===== src/rtl/instruction_fetch_unit.sv =====
// Instruction fetch unit: owns the fetch PC, reads a combinational instruction
// memory and buffers {pc, instruction, misaligned} in a small FIFO that is
// drained by decode through a valid/ready handshake. A redirect flushes the
// queue and restarts fetching at the (word-aligned) target.
module instruction_fetch_unit #(
  parameter int unsigned           ADDR_WIDTH = 32,
  parameter int unsigned           DATA_WIDTH = 32,
  parameter logic [ADDR_WIDTH-1:0] RESET_PC   = 32'h0000_0000,
  parameter int unsigned           FIFO_DEPTH = 2
) (
  input  logic                  clk,
  input  logic                  rst,
  output logic [ADDR_WIDTH-1:0] imem_addr,
  input  logic [DATA_WIDTH-1:0] imem_instr,
  input  logic                  redirect_valid,
  input  logic [ADDR_WIDTH-1:0] redirect_pc,
  output logic                  out_valid,
  input  logic                  out_ready,
  output logic [DATA_WIDTH-1:0] out_instr,
  output logic [ADDR_WIDTH-1:0] out_pc,
  output logic                  out_misaligned
);

  localparam int unsigned PTR_W = (FIFO_DEPTH > 1) ? $clog2(FIFO_DEPTH) : 1;
  localparam int unsigned CNT_W = PTR_W + 1;
  localparam logic [DATA_WIDTH-1:0] NOP_INSTR = DATA_WIDTH'(32'h0000_0013);

  // Queue storage (no reset needed: contents are only visible when count != 0)
  logic [ADDR_WIDTH-1:0] pc_mem_q    [FIFO_DEPTH];
  logic [DATA_WIDTH-1:0] instr_mem_q [FIFO_DEPTH];
  logic                  mis_mem_q   [FIFO_DEPTH];

  logic [ADDR_WIDTH-1:0] fetch_pc_q, fetch_pc_d;
  logic                  pending_mis_q, pending_mis_d;
  logic [PTR_W-1:0]      rd_ptr_q, rd_ptr_d;
  logic [PTR_W-1:0]      wr_ptr_q, wr_ptr_d;
  logic [CNT_W-1:0]      count_q, count_d;

  logic deq_s;
  logic push_s;
  logic full_s;

  assign imem_addr = fetch_pc_q;
  assign out_valid = (count_q != CNT_W'(0));
  assign full_s    = (count_q == CNT_W'(FIFO_DEPTH));

  // Handshake decode: a slot frees up in the same cycle the head is consumed,
  // so a full queue can still accept a new fetch when decode is draining it.
  always_comb begin
    deq_s  = out_valid && out_ready;
    push_s = 1'b0;
    if (redirect_valid) begin
      push_s = 1'b0;
    end else begin
      push_s = !full_s || deq_s;
    end
  end

  // Head presentation: empty queue shows a NOP at pc 0 so decode sees benign values
  always_comb begin
    out_instr      = NOP_INSTR;
    out_pc         = '0;
    out_misaligned = 1'b0;
    if (out_valid) begin
      out_instr      = instr_mem_q[rd_ptr_q];
      out_pc         = pc_mem_q[rd_ptr_q];
      out_misaligned = mis_mem_q[rd_ptr_q];
    end else begin
      out_instr      = NOP_INSTR;
      out_pc         = '0;
      out_misaligned = 1'b0;
    end
  end

  // Next-state for PC, pointers and occupancy; a redirect overrides push and deq
  always_comb begin
    fetch_pc_d    = fetch_pc_q;
    pending_mis_d = pending_mis_q;
    rd_ptr_d      = rd_ptr_q;
    wr_ptr_d      = wr_ptr_q;
    count_d       = count_q;
    if (redirect_valid) begin
      fetch_pc_d    = {redirect_pc[ADDR_WIDTH-1:2], 2'b00};
      pending_mis_d = |redirect_pc[1:0];
      rd_ptr_d      = '0;
      wr_ptr_d      = '0;
      count_d       = '0;
    end else begin
      if (push_s) begin
        fetch_pc_d    = fetch_pc_q + ADDR_WIDTH'(4);
        pending_mis_d = 1'b0;
        wr_ptr_d      = wr_ptr_q + PTR_W'(1);
      end else begin
        fetch_pc_d    = fetch_pc_q;
        pending_mis_d = pending_mis_q;
        wr_ptr_d      = wr_ptr_q;
      end
      if (deq_s) begin
        rd_ptr_d = rd_ptr_q + PTR_W'(1);
      end else begin
        rd_ptr_d = rd_ptr_q;
      end
      case ({push_s, deq_s})
        2'b10:   count_d = count_q + CNT_W'(1);
        2'b01:   count_d = count_q - CNT_W'(1);
        default: count_d = count_q;
      endcase
    end
  end

  // Control state registers with synchronous reset
  always_ff @(posedge clk) begin
    if (rst) begin
      fetch_pc_q    <= RESET_PC;
      pending_mis_q <= 1'b0;
      rd_ptr_q      <= '0;
      wr_ptr_q      <= '0;
      count_q       <= '0;
    end else begin
      fetch_pc_q    <= fetch_pc_d;
      pending_mis_q <= pending_mis_d;
      rd_ptr_q      <= rd_ptr_d;
      wr_ptr_q      <= wr_ptr_d;
      count_q       <= count_d;
    end
  end

  // Tail write of the fetched entry
  always_ff @(posedge clk) begin
    if (!rst && push_s) begin
      pc_mem_q[wr_ptr_q]    <= fetch_pc_q;
      instr_mem_q[wr_ptr_q] <= imem_instr;
      mis_mem_q[wr_ptr_q]   <= pending_mis_q;
    end
  end

endmodule

===== config.mk =====
export PLATFORM = sky130hd
export DESIGN_NAME = instruction_fetch_unit
export DESIGN_NICKNAME = d
export VERILOG_FILES = /design/src/rtl/instruction_fetch_unit.sv
export SDC_FILE = /design/constraint.sdc
export NUM_CORES = 1
export LEC_CHECK = 0
export BUFFER_PORTS_ARGS = -buffer_cell sky130_fd_sc_hd__buf_2
export CAP_MARGIN = 20
export CORE_ASPECT_RATIO = 1.5
export CORE_MARGIN = 5
export CORE_UTILIZATION = 39
export CTS_CLUSTER_SIZE = 14
export DETAILED_ROUTE_END_ITERATION = 7
export HOLD_SLACK_MARGIN = 0.06
export PLACE_DENSITY_LB_ADDON = 0.15
export SETUP_SLACK_MARGIN = 0.15
export SLEW_MARGIN = 20
export SYNTH_ARGS = -nofsm -noshare
export SYNTH_HDL_FRONTEND = slang
export SYNTH_SLANG_ARGS = --single-unit
export TNS_END_PERCENT = 100

===== constraint.sdc =====
create_clock -name clk -period 13.2 [get_ports clk]
set_clock_uncertainty 0.15 [all_clocks]
set_input_delay 2.64 -clock clk [delete_from_list [all_inputs] [get_ports clk]]
set_output_delay 2.64 -clock clk [all_outputs]
set_load 0.05 [all_outputs]

==> impl_metrics.env, run 1 <==
export IMPL_routed_wl_mm=17.1
export IMPL_syn_inst=533
export IMPL_rrSetupSlack_ns=10.31
export IMPL_worst_slew_pin_slew_ns=0.890
export IMPL_crit_path_top_delay_cell="buf_4"
export IMPL_status="complete, no violations"
export IMPL_critical_path_buf_inv_count=3
export IMPL_clock_fmax_mhz=195
export IMPL_finalSetupTns_ns=0
export IMPL_antenna_cells=0
export IMPL_cts_inserted_buffers=17
export IMPL_gp_congestion=0.799
export IMPL_ys_warn_count=0
export IMPL_clk_pin_slew_ns=0.06
export IMPL_chipWidth_um=118
export IMPL_syn2layout_area_growth_pct=23.0
export IMPL_dr_pass1_iters=4
export IMPL_drt_wirelength_per_cell_um=18.7
export IMPL_hold_buffers=0
export IMPL_post_cts_setup_buffer_count=0
export IMPL_yosysSeqAreaShare_pct=66.0
export IMPL_final_area_um2=8400
export IMPL_cts_resized=0
export IMPL_rsz0062_at_grt="false"
export IMPL_portBuffers=161
export IMPL_core_um2=17300
export IMPL_htree_levels=4
export IMPL_clk_latency_ns=0.42
export IMPL_drc_errors=0
export IMPL_hp_class="reg2reg"
export IMPL_cp_required_ns=10.41
export IMPL_grt_pass1_wl_mm=26.7
export IMPL_synth_edf_count=126
export IMPL_fin_crit_ns=5.14
export IMPL_p_per_area_nw_per_um2=142
export IMPL_cap_violations=0
export IMPL_vias=4864
export IMPL_worstSetupEndpointType="output pin"
export IMPL_grt_use_total_pct=16.7
export IMPL_crit_type="reg2out"
export IMPL_final_core_util_pct=48.6
export IMPL_fin_cells=913
export IMPL_start_util_pct=39.5
export IMPL_first_global_vias=4978
export IMPL_drive_above_1_share_pct=29.3
export IMPL_synth_distinct_cells=43
export IMPL_ant_nets=0
export IMPL_ys_async_sr_fraction_pct=0
export IMPL_cp_top_family="buffers and inverters"
export IMPL_dp_hpwl_mm=11.8
export IMPL_crit_chain="nor2_4 > buf_4 > inv_1 > nand2_1 > buf_2"
export IMPL_vdd_drop_max_mv=0.0772
export IMPL_power_total_mw=1.20
export IMPL_leakagePower_nw=3.10
export IMPL_slew_headroom_pct=40.6
export IMPL_place_area_um2=7820
export IMPL_num_rows=59
export IMPL_syn_avg_cell_area_um2=12.8
export IMPL_report_final_slew_viol_count=0
export IMPL_critPathMaxFanout=40
export IMPL_netlist_area_um2=6820
export IMPL_dieArea_um2=20300
export IMPL_clockRootBuffer="clkbuf_16"
export IMPL_antenna_found_initial=0
export IMPL_ios=166
export IMPL_cts_buffer_depth=2
export IMPL_worst_ep_arrival_time_ns=2.35
export IMPL_dp_cells=880
export IMPL_cts_sinks=162
export IMPL_ys_flop_type="edfxtp_1"
export IMPL_cts_tree="done"
export IMPL_via_per_inst=5.33
export IMPL_die_height_um=172
export IMPL_crit_path_start_kind="register"
export IMPL_ys_seq_elements=162
export IMPL_fin_crit_sh_pct=38.9
export IMPL_cp_slowest_stage_delay_ns=0.48
export IMPL_overflow=0
export IMPL_hold_viol=0
export IMPL_nets=757
export IMPL_drt_iter0_markers=258
export IMPL_finalSetupViolCount=0
export IMPL_fillers=1582
export IMPL_grt_max_degree=64
## power breakdown
part	switching [mW]	internal [mW]	leakage, nW
clock	0.209	0.246	0.263
sequential	0.0215	0.573	1.47
combinational	0.109	0.0372	1.37
## cells in the mapped netlist, types with 2 or more instances
master | count | area [um^2]
edfxtp_1 | 126 | 3780
nor2_1 | 91 | 342
mux2i_1 | 63 | 631
dfxtp_1 | 36 | 721
clkbuf_1 | 28 | 105
nand2_1 | 21 | 78.8
nand4_1 | 16 | 100
o21ai_0 | 13 | 65.1
a211oi_1 | 12 | 90.1
nand3_1 | 11 | 55.1
a311oi_1 | 10 | 87.6
and4_1 | 10 | 87.6
inv_1 | 10 | 37.5
or4_1 | 9 | 67.6
xnor2_1 | 9 | 78.8
or3_1 | 8 | 50.1
nor4_1 | 6 | 37.5
a21oi_1 | 5 | 25.0
and3_1 | 4 | 25.0
buf_4 | 4 | 30.0
o31ai_1 | 4 | 30.0
xor2_1 | 4 | 35.0
a2111oi_0 | 3 | 26.3
and2_1 | 3 | 18.8
nor3_1 | 3 | 15.0
a32oi_1 | 2 | 17.5
buf_2 | 2 | 10.0
ha_1 | 2 | 25.0
nand2b_1 | 2 | 12.5
o2111a_1 | 2 | 22.5
or4b_1 | 2 | 20.0
## registers in the layout (all words and copies together), names as in the netlist, named ones only
signal and cells:
pending_mis_q 1, mis_mem_q 2, count_q 2, wr_ptr_q 1, pc_mem_q 60, imem_addr 30
rd_ptr_q 1, instr_mem_q 64
## area by class of cell
type                    count  area, um^2  share of cell area [%]
flip-flops and latches    162        4510                    53.7
repair buffers            167         871                    10.4
multi-input cells         329        2160                    25.7
well taps                 213         267                    3.17
clock inverters            15         129                    1.53
clock buffers              17         425                    5.07
inverters                  10        37.5                   0.447
## layout by cell type (no fill, tap or decap), types with 3 or more instances in the layout
| cell type | instances |
|---|---|
| o21ai_0 | 13 |
| a21oi_1 | 5 |
| a211oi_1 | 12 |
| conb_1 | 4 |
| or4_1 | 9 |
| xor2_1 | 4 |
| a2111oi_0 | 3 |
| mux2i_1 | 63 |
| a311oi_1 | 10 |
| clkinv_4 | 3 |
| buf_4 | 5 |
| and4_1 | 10 |
| nand2_1 | 21 |
| or3_1 | 8 |
| and3_1 | 4 |
| xnor2_1 | 9 |
| inv_1 | 10 |
| o31ai_1 | 4 |
| edfxtp_1 | 126 |
| nor4_1 | 6 |
| dfxtp_1 | 35 |
| buf_2 | 161 |
| clkinvlp_4 | 3 |
| nand3_1 | 11 |
| nor2_1 | 90 |
| nand4_1 | 16 |
| clkbuf_16 | 17 |
| inv_6 | 5 |
## per-layer routing
metal | GRT usage (%) | vias up | part of all wire [%]
met1 | 20.2 | 2358 | 41
met3 | 4.12 | 20 | 5.4
met5 | 0 | - | 0
met2 | 28.9 | 170 | 52
li1 | - | 2316 | -
met4 | 6.54 | 0 | 2.0
## path summary, 6_finish.rpt
| kind | startpoint | end | cells after the start |
|---|---|---|---|
| worst max-delay path | count_q[0] | out_instr[1] | 5 |
| worst min-delay path | pending_mis_q | mis_mem_q[1] | 0 |
| worst max register to register | count_q[0] | count_q[1] | 7 |
| worst min register to register | pending_mis_q | mis_mem_q[1] | 0 |
## kinds of logic after synthesis
family                     count (synthesis)  synth area share [%]
xor gates and xnor gates                  13                  1.67
DFF                                      162                  66.0
muxes                                     63                  9.24
buffers and inverters                     45                  2.73
adders and majority gates                  2                 0.367
AOI/OAI and AO/OA                         54                  5.68
and+or+nand+nor                          193                  14.2
other                                      1                0.0550
## metrics by stage
step / hold WS [ns] / setup WS [ns]
floorplan: 0.275 / 5.12
global placement: 0.309 / 8.32
detailed placement: 0.320 / 8.25
CTS: 0.339 / 7.96
global route: 0.370 / 7.83
finish: 0.337 / 8.06
Note: power is estimated with default switching activity, not from simulation.
==> run 2: changes to the inputs <==
- clock period: 13.2 -> 5.3 ns (I/O delays scaled with it)
==> run 2 against run 1 <==
Against the previous run:
- global-route usage is 0.13 points lower
- utilization is 0.14 points higher
- cell count is 0.11% lower
- critical path type unchanged
- worst hold slack worse by 0.015 ns
==> impl_metrics.env, run 2 (synthesis results as in run 1) <==
export IMPL_first_global_vias=5042
export IMPL_post_cts_setup_buffer_count=0
export IMPL_htree_levels=4
export IMPL_fin_crit_ns=3.33
export IMPL_fin_crit_sh_pct=62.9
export IMPL_drt_iter0_markers=275
export IMPL_rsz0062_at_grt="false"
export IMPL_cap_violations=0
export IMPL_report_final_slew_viol_count=0
export IMPL_final_core_util_pct=48.8
export IMPL_core_um2=17300
export IMPL_die_height_um=172
export IMPL_vias=4811
export IMPL_power_total_mw=3.00
export IMPL_hold_viol=0
export IMPL_clk_pin_slew_ns=0.07
export IMPL_chipWidth_um=118
export IMPL_drive_above_1_share_pct=29.2
export IMPL_crit_path_top_delay_cell="buf_4"
export IMPL_nets=757
export IMPL_ios=166
export IMPL_largest_reg_flops=64
export IMPL_start_util_pct=39.5
export IMPL_leakagePower_nw=3.10
export IMPL_rrSetupSlack_ns=2.60
export IMPL_clockRootBuffer="clkbuf_16"
export IMPL_r2r_end="imem_addr[24]"
export IMPL_grt_max_degree=64
export IMPL_routed_wl_mm=16.9
export IMPL_gp_congestion=0.800
export IMPL_hold_buffers=0
export IMPL_clock_fmax_mhz=300
export IMPL_regMostFlops="instr_mem_q"
export IMPL_drc_errors=0
export IMPL_worst_ep_arrival_time_ns=2.12
export IMPL_portBuffers=161
export IMPL_num_rows=59
export IMPL_p_per_area_nw_per_um2=356
export IMPL_antenna_found_initial=0
export IMPL_worstSetupEndpointType="output pin"
export IMPL_status="complete, no violations"
export IMPL_dp_hpwl_mm=11.7
export IMPL_place_area_um2=7870
export IMPL_worst_hold_slack_ns=0.322
export IMPL_cts_resized=0
export IMPL_crit_chain="nor2_4 > buf_4 > nor2_1 > buf_2"
export IMPL_antenna_cells=0
export IMPL_fillers=1606
export IMPL_cts_sinks=162
export IMPL_final_area_um2=8420
export IMPL_dr_pass1_iters=4
export IMPL_final_cell_mix="161 x buf_2, 126 x edfxtp_1, 90 x nor2_1"
export IMPL_cts_buffer_depth=2
export IMPL_min_from="pending_mis_q"
export IMPL_finalSetupTns_ns=0
export IMPL_cts_inserted_buffers=17
export IMPL_overflow=0
export IMPL_via_per_inst=5.28
export IMPL_worst_slew_pin_slew_ns=1.00
export IMPL_timing_rr_start="imem_addr[2]"
export IMPL_vdd_drop_max_mv=0.171
export IMPL_dieArea_um2=20300
export IMPL_grt_pass1_wl_mm=26.6
export IMPL_syn2layout_area_growth_pct=23.4
export IMPL_final_common_cell="buf_2"
export IMPL_cp_slowest_stage_delay_ns=0.50
export IMPL_drt_wirelength_per_cell_um=18.6
export IMPL_reg2reg_depth=5
export IMPL_crit_path_start_kind="register"
export IMPL_cp_required_ns=4.09
export IMPL_crit_type="reg2out"
export IMPL_worstHoldPathCells=0
export IMPL_ant_nets=0
export IMPL_grt_use_total_pct=16.6
export IMPL_critPathMaxFanout=43
export IMPL_slew_headroom_pct=33.0
export IMPL_clk_latency_ns=0.41
export IMPL_cts_tree="done"
export IMPL_hp_class="reg2reg"
export IMPL_hold_path_endpoint="mis_mem_q[1]"
export IMPL_finalSetupViolCount=0
[run 2: critical path: cells and delay by family, from the launching register on]
kind | cells | cell delay [ns]
buffers and inverters | 2 | 0.74
flip-flops | 1 | 0.39
AND/OR/NAND/NOR | 2 | 0.57
[run 2: layout make-up]
type / instances / area, um^2 / share of cell area (%)
clock inverters: 14 / 130 / 1.55
flip-flops and latches: 162 / 4510 / 53.5
multi-input cells: 329 / 2170 / 25.8
inverters: 10 / 37.5 / 0.446
well taps: 213 / 267 / 3.16
clock buffers: 17 / 425 / 5.05
repair buffers: 167 / 883 / 10.5
[run 2: worst max path at each step]
stage | from | endpoint | slack [ns] | cells after the start
floorplan | redirect_valid | instr_mem_q[0][0] | 0.73 | 3
finish | count_q[0] | out_pc[31] | 1.97 | 4
detailed placement | rst | pc_mem_q[1][17] | 1.89 | 4
global placement | rst | pc_mem_q[1][12] | 1.95 | 4
global route | count_q[0] | out_pc[23] | 1.78 | 4
CTS | count_q[0] | out_pc[22] | 1.85 | 4
[run 2: layer usage]
layer | track usage [%] | up-vias | routed length [um]
met5 | 0 | - | 0
met3 | 3.89 | 13 | 804
met4 | 5.19 | 0 | 201
met2 | 29.9 | 155 | 9020
met1 | 19.7 | 2329 | 6920
li1 | - | 2314 | -
[run 2: power breakdown]
part,internal [mW],leakage (nW),switching (mW)
Combinational,0.0935,1.37,0.274
Clock,0.649,0.262,0.503
Sequential,1.43,1.47,0.0503
[run 2: through the flow]
step                instances  worst slack [ns]
floorplan                 536             0.732
global placement          879              1.95
detailed placement        881              1.89
CTS                       912              1.85
global route              912              1.78
finish                    912              1.97
==> run 3: changes to the inputs <==
- ABC_AREA: default -> 1
- clock period: 5.3 -> 2.9 ns (I/O delays scaled with it)
==> run 3 against run 2 <==
Against the previous run:
- die area up 3.4%
- synthesized area grew 3.7%
- first-iteration DRC count down 2.9%
- final area rose by 4.5%
- critical path type unchanged
- clock-buffer cell count unchanged
- critical endpoint is now out_pc[17]
==> impl_metrics.env, run 3 <==
export IMPL_routed_wl_mm=18.3
export IMPL_min_from="imem_instr[9]"
export IMPL_cts_sinks=162
export IMPL_crit_path_top_delay_cell="dfxtp_4"
export IMPL_portBuffers=161
export IMPL_drive_above_1_share_pct=27.5
export IMPL_reg2reg_depth=10
export IMPL_synth_edf_count=126
export IMPL_ys_async_sr_fraction_pct=0
export IMPL_hold_buffers=0
export IMPL_overflow=0
export IMPL_clock_fmax_mhz=393
export IMPL_hp_class="in2reg"
export IMPL_worst_hold_slack_ns=0.207
export IMPL_drt_iter0_markers=267
export IMPL_report_final_slew_viol_count=0
export IMPL_clockRootBuffer="clkbuf_16"
export IMPL_ys_seq_elements=162
export IMPL_final_cell_mix="241 x nand2_1, 161 x buf_2, 126 x edfxtp_1"
export IMPL_critPathMaxFanout=35
export IMPL_finalSetupViolCount=0
export IMPL_largest_reg_flops=64
export IMPL_synthAdderAreaFrac_pct=0.354
export IMPL_cap_violations=0
export IMPL_timing_rr_start="imem_addr[3]"
export IMPL_htree_levels=4
export IMPL_chipWidth_um=120
export IMPL_core_um2=17900
export IMPL_ant_nets=0
export IMPL_first_global_vias=5576
export IMPL_cp_slowest_stage_delay_ns=0.42
export IMPL_fin_crit_ns=2.54
export IMPL_final_common_cell="nand2_1"
export IMPL_synth_area_leaders="edfxtp_1 53%, nand2_1 13%, dfxtp_1 10%"
export IMPL_fillers=1732
export IMPL_clk_latency_ns=0.41
export IMPL_synth_compound_area_share_pct=9.52
export IMPL_place_area_um2=8220
export IMPL_cts_inserted_buffers=17
export IMPL_crit_type="reg2out"
export IMPL_synth_distinct_cells=36
export IMPL_leakagePower_nw=3.60
export IMPL_dieArea_um2=21000
export IMPL_status="complete, no violations"
export IMPL_hold_path_endpoint="instr_mem_q[1][9]"
export IMPL_crit_path_start_kind="register"
export IMPL_final_area_um2=8800
export IMPL_grt_pass1_wl_mm=29.1
export IMPL_power_total_mw=5.51
export IMPL_cp_required_ns=2.17
export IMPL_ys_warn_count=0
export IMPL_vias=5529
export IMPL_gp_congestion=0.814
export IMPL_ios=166
export IMPL_netlist_area_um2=7070
export IMPL_cp_top_family="buffers and inverters"
export IMPL_drc_errors=0
export IMPL_syn_inst=718
export IMPL_p_per_area_nw_per_um2=626
export IMPL_antenna_found_initial=0
export IMPL_worstHoldPathCells=1
export IMPL_syn_avg_cell_area_um2=9.85
export IMPL_worstSetupEndpointType="output pin"
export IMPL_fin_crit_sh_pct=87.7
export IMPL_die_height_um=175
export IMPL_worst_ep_arrival_time_ns=1.81
export IMPL_post_cts_setup_buffer_count=0
export IMPL_yosysSeqAreaShare_pct=63.7
export IMPL_vdd_drop_max_mv=0.305
export IMPL_hold_viol=0
export IMPL_dr_pass1_iters=4
export IMPL_rrSetupSlack_ns=0.97
export IMPL_syn2layout_area_growth_pct=24.4
export IMPL_netlist_top_cells_count="241 x nand2_1, 126 x edfxtp_1, 84 x a21oi_1"
export IMPL_synthXorXnorAreaFrac_pct=1.10
export IMPL_cts_tree="done"
export IMPL_synth_area_mux_share_pct=0
export IMPL_dp_hpwl_mm=12.7
export IMPL_critical_path_buf_inv_count=3
export IMPL_rsz0062_at_grt="false"
export IMPL_start_util_pct=39.6
export IMPL_grt_use_total_pct=17.6
export IMPL_synth_most_common_cell="nand2_1"
export IMPL_grt_max_degree=64
export IMPL_yosysTopAreaCell="edfxtp_1"
export IMPL_drt_wirelength_per_cell_um=16.5
export IMPL_crit_chain="inv_4 > buf_12 > nand2_1 > a21oi_1 > buf_2"
export IMPL_r2r_end="imem_addr[20]"
export IMPL_cts_buffer_depth=2
export IMPL_yosysTopAreaCellShare_pct=53.5
export IMPL_num_rows=60
export IMPL_synth_top_family_by_area="simple AND/OR/NAND/NOR gates"
export IMPL_ys_flop_type="edfxtp_1"
export IMPL_regMostFlops="instr_mem_q"
export IMPL_clk_pin_slew_ns=0.07
export IMPL_nets=949
export IMPL_antenna_cells=0
export IMPL_synth_simple_area_share_pct=21.0
export IMPL_via_per_inst=4.99
==> run 3: changes by cell type in the layout (fill, tap and decap cells not counted), moves of 8 or more <==
cell and change:
a211oi_1 -12, a21oi_1 +79, a311oi_1 -10, a31oi_1 +14, and4_1 -10, inv_1 +24, mux2i_1 -63, nand2_1 +220
nand3_1 +22, nand4_1 -16, nor2_1 -52, nor2_2 +10, or3_1 -8, or4_1 -9
==> run 3: where the power goes <==
group	switching [mW]	internal [mW]	total, mW	leakage (nW)
logic	0.476	0.162	0.638	1.87
registers	0.0781	2.60	2.67	1.46
clock network	0.922	1.28	2.20	0.273
==> run 3: final cells by class <==
cell class / count / area (um^2) / share of cell area [%]
multi-input cells: 484 / 2310 / 26.3
repair buffers: 173 / 971 / 11.0
inverters: 41 / 160 / 1.82
flip-flops and latches: 162 / 4510 / 51.2
well taps: 217 / 272 / 3.09
clock buffers: 17 / 425 / 4.84
clock inverters: 14 / 151 / 1.72
==> run 3: logic make-up (layout without fill, tap and decap cells) <==
kind of cell | after synthesis | count (layout)
other | 1 | 4
AO/OA/AOI/OAI | 124 | 124
flip-flops | 162 | 162
adder cells (fa/ha/maj) | 2 | 2
XOR/XNOR | 8 | 8
AND/OR/NAND/NOR | 346 | 346
buffers and inverters | 75 | 245
==> run 3: worst max-delay path by stage <==
stage | from | to | cells after the start
3_5_place_dp | register | out_pc[19] | 5
2_1_floorplan | redirect_valid | instr_mem_q[0][0] | 4
5_1_grt | register | out_pc[17] | 5
3_3_place_gp | register | out_pc[19] | 5
4_1_cts | register | out_pc[19] | 4
6_report | register | out_pc[17] | 5
==> run 3: metal layers <==
metal	GRT usage (%)	up-vias	wire length, um
met5	0	-	0
li1	-	2743	-
met2	31.8	161	9610
met4	6.12	0	374
met1	20.9	2599	7480
met3	3.24	26	861
==> run 3: stage by stage <==
stage               TNS (ns)  utilization (%)  instances  setup slack [ns]
finish                     0             49.2       1108             0.357
global route               0             49.2       1108             0.200
floorplan             -13.42                -        721            -0.107
detailed placement         0             46.0       1077             0.575
CTS                        0             49.2       1108             0.206
global placement           0             46.0       1077             0.591
==> run 3: timing repair <==
| item | CTS | global route |
|---|---|---|
| endpoints found under the setup margin | 1 | 1 |
| gates resized for setup | 1 | 1 |
| cloned | 0 | 0 |
